## config.mk

```make
export PLATFORM = sky130hd
export DESIGN_NAME = vga_timing_monitor
export DESIGN_NICKNAME = d
export VERILOG_FILES = /design/src/rtl/vga_timing_monitor.sv
export SDC_FILE = /design/constraint.sdc
export NUM_CORES = 1
export LEC_CHECK = 0
export ABC_AREA = 1
export BUFFER_PORTS_ARGS = -buffer_cell sky130_fd_sc_hd__buf_2
export CAP_MARGIN = 40
export CORE_MARGIN = 8
export CORE_UTILIZATION = 25
export CTS_CLUSTER_SIZE = 24
export DETAILED_ROUTE_END_ITERATION = 7
export SKIP_CTS_REPAIR_TIMING = 1
export SLEW_MARGIN = 20
export SYNTH_ARGS = -nofsm -noshare
export SYNTH_HDL_FRONTEND = slang
export SYNTH_SLANG_ARGS = --single-unit
```

## constraint.sdc

```tcl
create_clock -name CLOCK_50 -period 6.78 [get_ports CLOCK_50]
set_input_delay 0.339 -clock CLOCK_50 [delete_from_list [all_inputs] [get_ports CLOCK_50]]
set_output_delay 0.339 -clock CLOCK_50 [all_outputs]
set_load 0.01 [all_outputs]
```

## src/rtl/vga_timing_monitor.sv

```systemverilog
`default_nettype none
// ============================================================================
// Module   : vga_timing_monitor
// Purpose  : Measures incoming VGA HS/VS timing against the 800x600@72Hz mode.
//            Once locked, it recovers the pixel position and data-enable.
// Revision : 1.0 - initial release
// ============================================================================
module vga_timing_monitor #(
    parameter int H_ACTIVE    = 800,
    parameter int H_FP        = 56,
    parameter int H_SYNC      = 120,
    parameter int H_TOTAL     = 1040,
    parameter int V_ACTIVE    = 600,
    parameter int V_FP        = 37,
    parameter int V_SYNC      = 6,
    parameter int V_TOTAL     = 666,
    parameter int TOL         = 2,
    parameter int LOCK_FRAMES = 2
) (
    input  logic        CLOCK_50,
    input  logic        RESET,
    input  logic        VGA_HS,
    input  logic        VGA_VS,
    output logic        locked,
    output logic        mode_err,
    output logic        frame_start,
    output logic [11:0] meas_h_period,
    output logic [11:0] meas_h_sync,
    output logic [10:0] meas_v_lines,
    output logic [10:0] meas_v_sync,
    output logic [10:0] pixel_x,
    output logic [9:0]  pixel_y,
    output logic        de
);

    localparam logic [11:0] c_per_min  = 12'(H_TOTAL - TOL);
    localparam logic [11:0] c_per_max  = 12'(H_TOTAL + TOL);
    localparam logic [11:0] c_wid_min  = 12'(H_SYNC - TOL);
    localparam logic [11:0] c_wid_max  = 12'(H_SYNC + TOL);
    localparam logic [11:0] c_timeout  = 12'(2 * H_TOTAL + 1);
    localparam logic [10:0] c_v_total  = 11'(V_TOTAL);
    localparam logic [10:0] c_v_sync   = 11'(V_SYNC);
    localparam logic [10:0] c_x_start  = 11'(H_ACTIVE + H_FP);
    localparam logic [10:0] c_x_last   = 11'(H_TOTAL - 1);
    localparam logic [10:0] c_h_active = 11'(H_ACTIVE);
    localparam logic [9:0]  c_y_start  = 10'(V_ACTIVE + V_FP);
    localparam logic [9:0]  c_y_last   = 10'(V_TOTAL - 1);
    localparam logic [9:0]  c_v_active = 10'(V_ACTIVE);
    localparam logic [7:0]  c_lock     = 8'(LOCK_FRAMES);

    typedef enum logic [1:0] {
        ST_SEARCH  = 2'd0,
        ST_MEASURE = 2'd1,
        ST_LOCKED  = 2'd2
    } state_t;

    state_t      r_state, w_state_nxt;
    logic [7:0]  r_good, w_good_nxt;
    logic        r_frame_bad, w_bad_nxt, w_err;

    logic        r_hs_s1, r_hs_s2, r_hs_s3;
    logic        r_vs_s1, r_vs_s2, r_vs_s3;
    logic [11:0] r_h_cnt, r_s_cnt;
    logic [10:0] r_l_cnt, r_v_cnt;
    logic [10:0] r_px;
    logic [9:0]  r_py;
    logic        r_locked, r_mode_err, r_frame_start;
    logic [11:0] r_meas_h_period, r_meas_h_sync;
    logic [10:0] r_meas_v_lines, r_meas_v_sync;

    logic        w_hs_fall, w_hs_rise, w_vs_fall, w_vs_low;
    logic [11:0] w_h_inc, w_s_inc;
    logic [10:0] w_l_inc, w_v_inc;
    logic        w_per_ok, w_wid_ok, w_v_ok, w_timeout;
    logic        w_line_fail, w_frame_fail, w_x_wrap;

    // Third flop of each chain is the edge reference for the synchronized level
    assign w_hs_fall = r_hs_s3 & ~r_hs_s2;
    assign w_hs_rise = ~r_hs_s3 & r_hs_s2;
    assign w_vs_fall = r_vs_s3 & ~r_vs_s2;
    assign w_vs_low  = ~r_vs_s2;

    assign w_h_inc = (r_h_cnt == 12'hFFF) ? r_h_cnt : r_h_cnt + 12'd1;
    assign w_s_inc = (r_s_cnt == 12'hFFF) ? r_s_cnt : r_s_cnt + 12'd1;
    assign w_l_inc = (r_l_cnt == 11'h7FF) ? r_l_cnt : r_l_cnt + 11'd1;
    assign w_v_inc = (r_v_cnt == 11'h7FF) ? r_v_cnt : r_v_cnt + 11'd1;

    assign w_per_ok     = (w_h_inc >= c_per_min) && (w_h_inc <= c_per_max);
    assign w_wid_ok     = (w_s_inc >= c_wid_min) && (w_s_inc <= c_wid_max);
    assign w_v_ok       = (r_l_cnt == c_v_total) && (r_v_cnt == c_v_sync);
    assign w_timeout    = (r_h_cnt == c_timeout) && !w_hs_fall;
    assign w_line_fail  = (w_hs_fall && !w_per_ok) || (w_hs_rise && !w_wid_ok);
    assign w_frame_fail = w_vs_fall && !w_v_ok;
    assign w_x_wrap     = (r_px == c_x_last);

    always_ff @(posedge CLOCK_50 or posedge RESET) begin
        if (RESET) begin
            r_hs_s1 <= 1'b0;
            r_hs_s2 <= 1'b0;
            r_hs_s3 <= 1'b0;
            r_vs_s1 <= 1'b0;
            r_vs_s2 <= 1'b0;
            r_vs_s3 <= 1'b0;
        end else begin
            r_hs_s1 <= VGA_HS;
            r_hs_s2 <= r_hs_s1;
            r_hs_s3 <= r_hs_s2;
            r_vs_s1 <= VGA_VS;
            r_vs_s2 <= r_vs_s1;
            r_vs_s3 <= r_vs_s2;
        end
    end

    // A frame boundary that coincides with an HS fall counts that line in the new frame
    always_ff @(posedge CLOCK_50 or posedge RESET) begin
        if (RESET) begin
            r_h_cnt         <= '0;
            r_s_cnt         <= '0;
            r_l_cnt         <= '0;
            r_v_cnt         <= '0;
            r_meas_h_period <= '0;
            r_meas_h_sync   <= '0;
            r_meas_v_lines  <= '0;
            r_meas_v_sync   <= '0;
        end else begin
            r_h_cnt <= w_hs_fall ? 12'd0 : w_h_inc;
            r_s_cnt <= w_hs_fall ? 12'd0 : w_s_inc;
            if (w_hs_fall)
                r_meas_h_period <= w_h_inc;
            if (w_hs_rise)
                r_meas_h_sync <= w_s_inc;
            if (w_vs_fall) begin
                r_meas_v_lines <= r_l_cnt;
                r_meas_v_sync  <= r_v_cnt;
                r_l_cnt        <= w_hs_fall ? 11'd1 : 11'd0;
                r_v_cnt        <= (w_hs_fall && w_vs_low) ? 11'd1 : 11'd0;
            end else begin
                if (w_hs_fall)
                    r_l_cnt <= w_l_inc;
                if (w_hs_fall && w_vs_low)
                    r_v_cnt <= w_v_inc;
            end
        end
    end

    always_ff @(posedge CLOCK_50 or posedge RESET) begin
        if (RESET) begin
            r_state       <= ST_SEARCH;
            r_good        <= '0;
            r_frame_bad   <= 1'b0;
            r_locked      <= 1'b0;
            r_mode_err    <= 1'b0;
            r_frame_start <= 1'b0;
        end else begin
            r_state       <= w_state_nxt;
            r_good        <= w_good_nxt;
            r_frame_bad   <= w_bad_nxt;
            r_locked      <= (w_state_nxt == ST_LOCKED);
            r_mode_err    <= w_err;
            r_frame_start <= w_vs_fall;
        end
    end

    always_comb begin
        w_state_nxt = r_state;
        w_good_nxt  = r_good;
        w_bad_nxt   = r_frame_bad;
        w_err       = 1'b0;
        case (r_state)
            ST_SEARCH: begin
                if (w_vs_fall) begin
                    w_state_nxt = ST_MEASURE;
                    w_good_nxt  = '0;
                    w_bad_nxt   = 1'b0;
                end
            end
            ST_MEASURE: begin
                if (w_vs_fall) begin
                    w_bad_nxt = 1'b0;
                    if (w_frame_fail || w_line_fail) begin
                        w_err      = 1'b1;
                        w_good_nxt = '0;
                    end else if (r_frame_bad) begin
                        w_good_nxt = '0;
                    end else if (r_good + 8'd1 >= c_lock) begin
                        w_state_nxt = ST_LOCKED;
                        w_good_nxt  = '0;
                    end else begin
                        w_good_nxt = r_good + 8'd1;
                    end
                end else if (w_line_fail) begin
                    w_err      = 1'b1;
                    w_good_nxt = '0;
                    w_bad_nxt  = 1'b1;
                end
            end
            ST_LOCKED: begin
                if (w_frame_fail || w_line_fail) begin
                    w_err       = 1'b1;
                    w_state_nxt = ST_MEASURE;
                    w_good_nxt  = '0;
                    w_bad_nxt   = !w_vs_fall;
                end
            end
            default: begin
                w_state_nxt = ST_SEARCH;
                w_good_nxt  = '0;
                w_bad_nxt   = 1'b0;
            end
        endcase
        // A lost HS overrides everything; the counter passes this value only once per stall
        if (w_timeout) begin
            w_err       = 1'b1;
            w_state_nxt = ST_SEARCH;
            w_good_nxt  = '0;
            w_bad_nxt   = 1'b0;
        end
    end

    always_ff @(posedge CLOCK_50 or posedge RESET) begin
        if (RESET) begin
            r_px <= '0;
            r_py <= '0;
        end else begin
            if (w_hs_fall)
                r_px <= c_x_start;
            else if (w_x_wrap)
                r_px <= '0;
            else
                r_px <= r_px + 11'd1;

            if (w_vs_fall)
                r_py <= c_y_start;
            else if (!w_hs_fall && w_x_wrap)
                r_py <= (r_py == c_y_last) ? 10'd0 : r_py + 10'd1;
        end
    end

    assign locked        = r_locked;
    assign mode_err      = r_mode_err;
    assign frame_start   = r_frame_start;
    assign meas_h_period = r_meas_h_period;
    assign meas_h_sync   = r_meas_h_sync;
    assign meas_v_lines  = r_meas_v_lines;
    assign meas_v_sync   = r_meas_v_sync;
    assign pixel_x       = r_locked ? r_px : 11'd0;
    assign pixel_y       = r_locked ? r_py : 10'd0;
    assign de            = r_locked && (r_px < c_h_active) && (r_py < c_v_active);

endmodule
`default_nettype wire

```

==> flow_metrics.py <==
metrics = {
    "yosys": {
        "ys_seq_area_share_pct": 49.1,
        "synth_cell_types": 42,
        "synth_cells": 852,
        "ys_ff_latch": 133,
        "syn-mean-instance-area_um2": 7.96,
        "syn_nets": 872,
        "synth_area_um2": 6780,
        "synthTopCellsByArea": "dfrtp_1 (49%), nand2_1 (11%), inv_1 (7.5%), o21ai_0 (5.8%), nor2_1 (4.4%)",
        "synth_enable_flop_cells": 0,
        "ys.flop_type": "dfrtp_1",
        "yosysWarnings": 0,
        "async_reset_ff_share_pct": 100,
        "synth_top_cell_by_area": "dfrtp_1",
        "yosysTopAreaCellShare_pct": 49.1,
    },
    "sta": {
        "clock_skew_ps": 7.32,
        "finalHoldViolations": 0,
        "fin_setup_tns_ps": 0,
        "rsz0062_at_grt": "no",
        "whs_ps": 26.5,
        "period_share_pct": 36.0,
        "worstMarginPinSlew_ps": 699,
        "max_freq_ghz": 0.410,
        "slew_headroom_pct": 53.4,
        "final.min_clock_period_ps": 2440,
        "finalSetupViolations": 0,
        "slew_viol_final": 0,
    },
    "worst_setup_path": {
        "critical_path.startpoint_type": "register",
        "path_max_fanout": 11,
        "cp-end-kind": "register",
        "rr_worst_depth": 16,
        "required_ps": 7090,
        "crit_buf_inv": 0,
        "cpMaxStageDelayCell": "dfrtp_1",
        "worstPathArrival_ps": 2750,
        "max_stage_delay_ps": 420,
        "crit_chain": "ha_1 -> nand2_2 -> nor2_4 -> nand2_2 -> nor2_2 -> nand2_1 -> nand2_1 -> nand2_1 -> nand2_1 -> nand2_1 -> nand4_1 -> nand2_2 -> nand4_1 -> nand3_2 -> nand2_1 -> o21ai_2",
        "cp_top_family": "simple AND/OR/NAND/NOR gates",
        "reg2reg_from": "r_h_cnt[0]",
        "cp_common_cell": "nand2_1",
        "reg2reg_slack_ps": 4340,
        "critPathKind": "reg2reg",
        "r2r_end": "r_frame_bad",
    },
    "power_and_ir_drop": {
        "combPwrFrac_pct": 17.3,
        "p_per_area_nw_per_um2": 287,
        "switching_share_pct": 31.1,
        "p_int_mw": 1.62,
        "peakVddDrop_mv": 0.174,
        "clkPwrFrac_pct": 42.3,
        "p_leak_nw": 4.25,
        "power_frac_seq_pct": 40.4,
        "switchingPower_uw": 732,
    },
    "floorplan": {
        "dieArea_um2": 32600,
        "fp.dieH_um": 181,
        "die_w_um": 181,
        "initial_utilization_pct": 25.3,
        "core-area_um2": 26800,
        "core.rowCount": 60,
        "io_pins": 75,
    },
    "finish": {
        "fillers": 2827,
        "nets": 951,
        "area_growth_pct": 21.0,
        "final_cell_mix": "nand2_1 (205), inv_1 (135), dfrtp_1 (133)",
        "fin_util_pct": 30.6,
        "layout-drive-gt1-share_pct": 15.7,
        "fin_area_um2": 8200,
        "final_common_cell": "nand2_1",
        "antenna_cells": 0,
    },
    "clock_tree": {
        "cts_num_sinks": 133,
        "root_buffer": "clkbuf_16",
        "clk_pin_slew_worst_paths_ps": 70,
        "htree_levels": 4,
        "cts_buffers": 17,
        "cts_tree": "done",
        "clk_latency_ps": 420,
        "max-clock-path-buffers": 2,
    },
    "detailed_routing": {
        "antenna_left": 0,
        "dr_wl_met2_mm": 7.49,
        "drt-pass1-iter-count": 5,
        "post_drt_via_cell_ratio": 4.35,
        "wirelength_mm": 16.1,
        "wl_met3_um": 680,
        "vias": 5592,
        "highest_layer": "met4",
        "drtIter0Drc": 357,
        "drc": 0,
        "drt-met1-wl_mm": 7.68,
        "wl_per_cell_um": 12.6,
    },
    "run": {
        "cap_violations": 0,
    },
    "placed_design": {
        "port_buffers": 74,
        "dpl_cell_area_um2": 7530,
        "routabilityCongestion": 0.833,
        "hpwlAfterDp_mm": 11.4,
    },
    "grt": {
        "antenna_found_initial": 0,
        "grt_pass1_wl_mm": 27.4,
        "grt_usage_pct": 10.1,
        "grt.overflow.total": 0,
        "grt_max_degree": 83,
        "grt_pass1_vias": 5489,
    },
    "outcome": {
        "status": "finished clean",
    },
    "worst_hold_path": {
        "hold_end": "r_hs_s1",
        "worstHoldStart": "VGA_HS",
        "hold_path_class": "in2reg",
        "hold_depth": 1,
    },
}
[logic make-up after synthesis]
logic type | after synthesis | synth area share (%)
buf+inv | 160 | 9.10
compound gates | 126 | 10.3
flops | 133 | 49.1
xor+xnor | 18 | 2.33
fa+ha+maj | 16 | 2.95
simple gates | 399 | 26.2
[layout make-up]
class	instances	area, um^2	area share [%]
repair buffers	80	450	5.49
well taps	341	427	5.20
inverters	140	531	6.47
flip-flops and latches	133	3330	40.6
clock buffers	18	439	5.36
clock inverters	14	189	2.30
multi-input cells	559	2840	34.6
[metal layers]
layer,vias to the layer above,GRT usage [%]
li1,2878,-
met1,2578,12.9
met2,115,16.2
met3,21,2.68
met4,0,3.94
met5,-,0
[power groups by stage]
stage          Sequential [mW]  Combinational [mW]  Clock (mW)
2_1_floorplan            0.955               0.292           0
4_1_cts                  0.951               0.414        1.02
6_report                 0.949               0.408       0.995
3_3_place_gp             0.962               0.405           0
5_1_grt                  0.965               0.476        1.05
3_5_place_dp             0.964               0.412           0
[stage by stage]
stage               total power [mW]  worst slack [ps]  cells
floorplan                       1.25              2890    852
global placement                1.37              4360   1250
detailed placement              1.38              4340   1251
CTS                             2.38              4330   1283
global route                    2.49              4070   1285
finish                          2.35              4340   1285
[sequential cells by signal, indices dropped and copies added (netlist names), 2 cells and up]
name and flops:
meas_h_sync 12, r_h_cnt 12, r_px 11, meas_v_sync 11, r_good 8, r_l_cnt 11, r_v_cnt 11, meas_v_lines 11
r_state 2, r_s_cnt 12, meas_h_period 12, r_py 10
[worst max-delay path by stage]
stage / from / endpoint / slack, ps / depth (start not counted)
6_report: r_h_cnt[0] / r_frame_bad / 4340 / 16
4_1_cts: r_h_cnt[0] / r_frame_bad / 4330 / 16
3_3_place_gp: r_hs_s2 / r_frame_bad / 4360 / 12
2_1_floorplan: RESET / frame_start / 2890 / 1
3_5_place_dp: r_h_cnt[0] / r_frame_bad / 4340 / 16
5_1_grt: r_h_cnt[0] / r_good[0] / 4070 / 16
[synthesized netlist by cell type, types with 2 or more instances]
| library cell | count |
|---|---|
| a21oi_1 | 24 |
| a31oi_1 | 3 |
| buf_1 | 3 |
| buf_6 | 2 |
| clkbuf_1 | 14 |
| dfrtp_1 | 133 |
| ha_1 | 16 |
| inv_1 | 136 |
| inv_2 | 4 |
| nand2_1 | 205 |
| nand2_2 | 9 |
| nand3_1 | 43 |
| nand3_2 | 3 |
| nand4_1 | 23 |
| nor2_1 | 79 |
| nor2_2 | 7 |
| nor2_4 | 5 |
| nor3_1 | 15 |
| nor3b_1 | 2 |
| nor4_1 | 3 |
| o211ai_1 | 3 |
| o21a_1 | 3 |
| o21ai_0 | 79 |
| o21ai_2 | 3 |
| o31ai_1 | 2 |
| xnor2_1 | 9 |
| xor2_1 | 9 |
No activity file was read; power rests on OpenSTA's default activity.
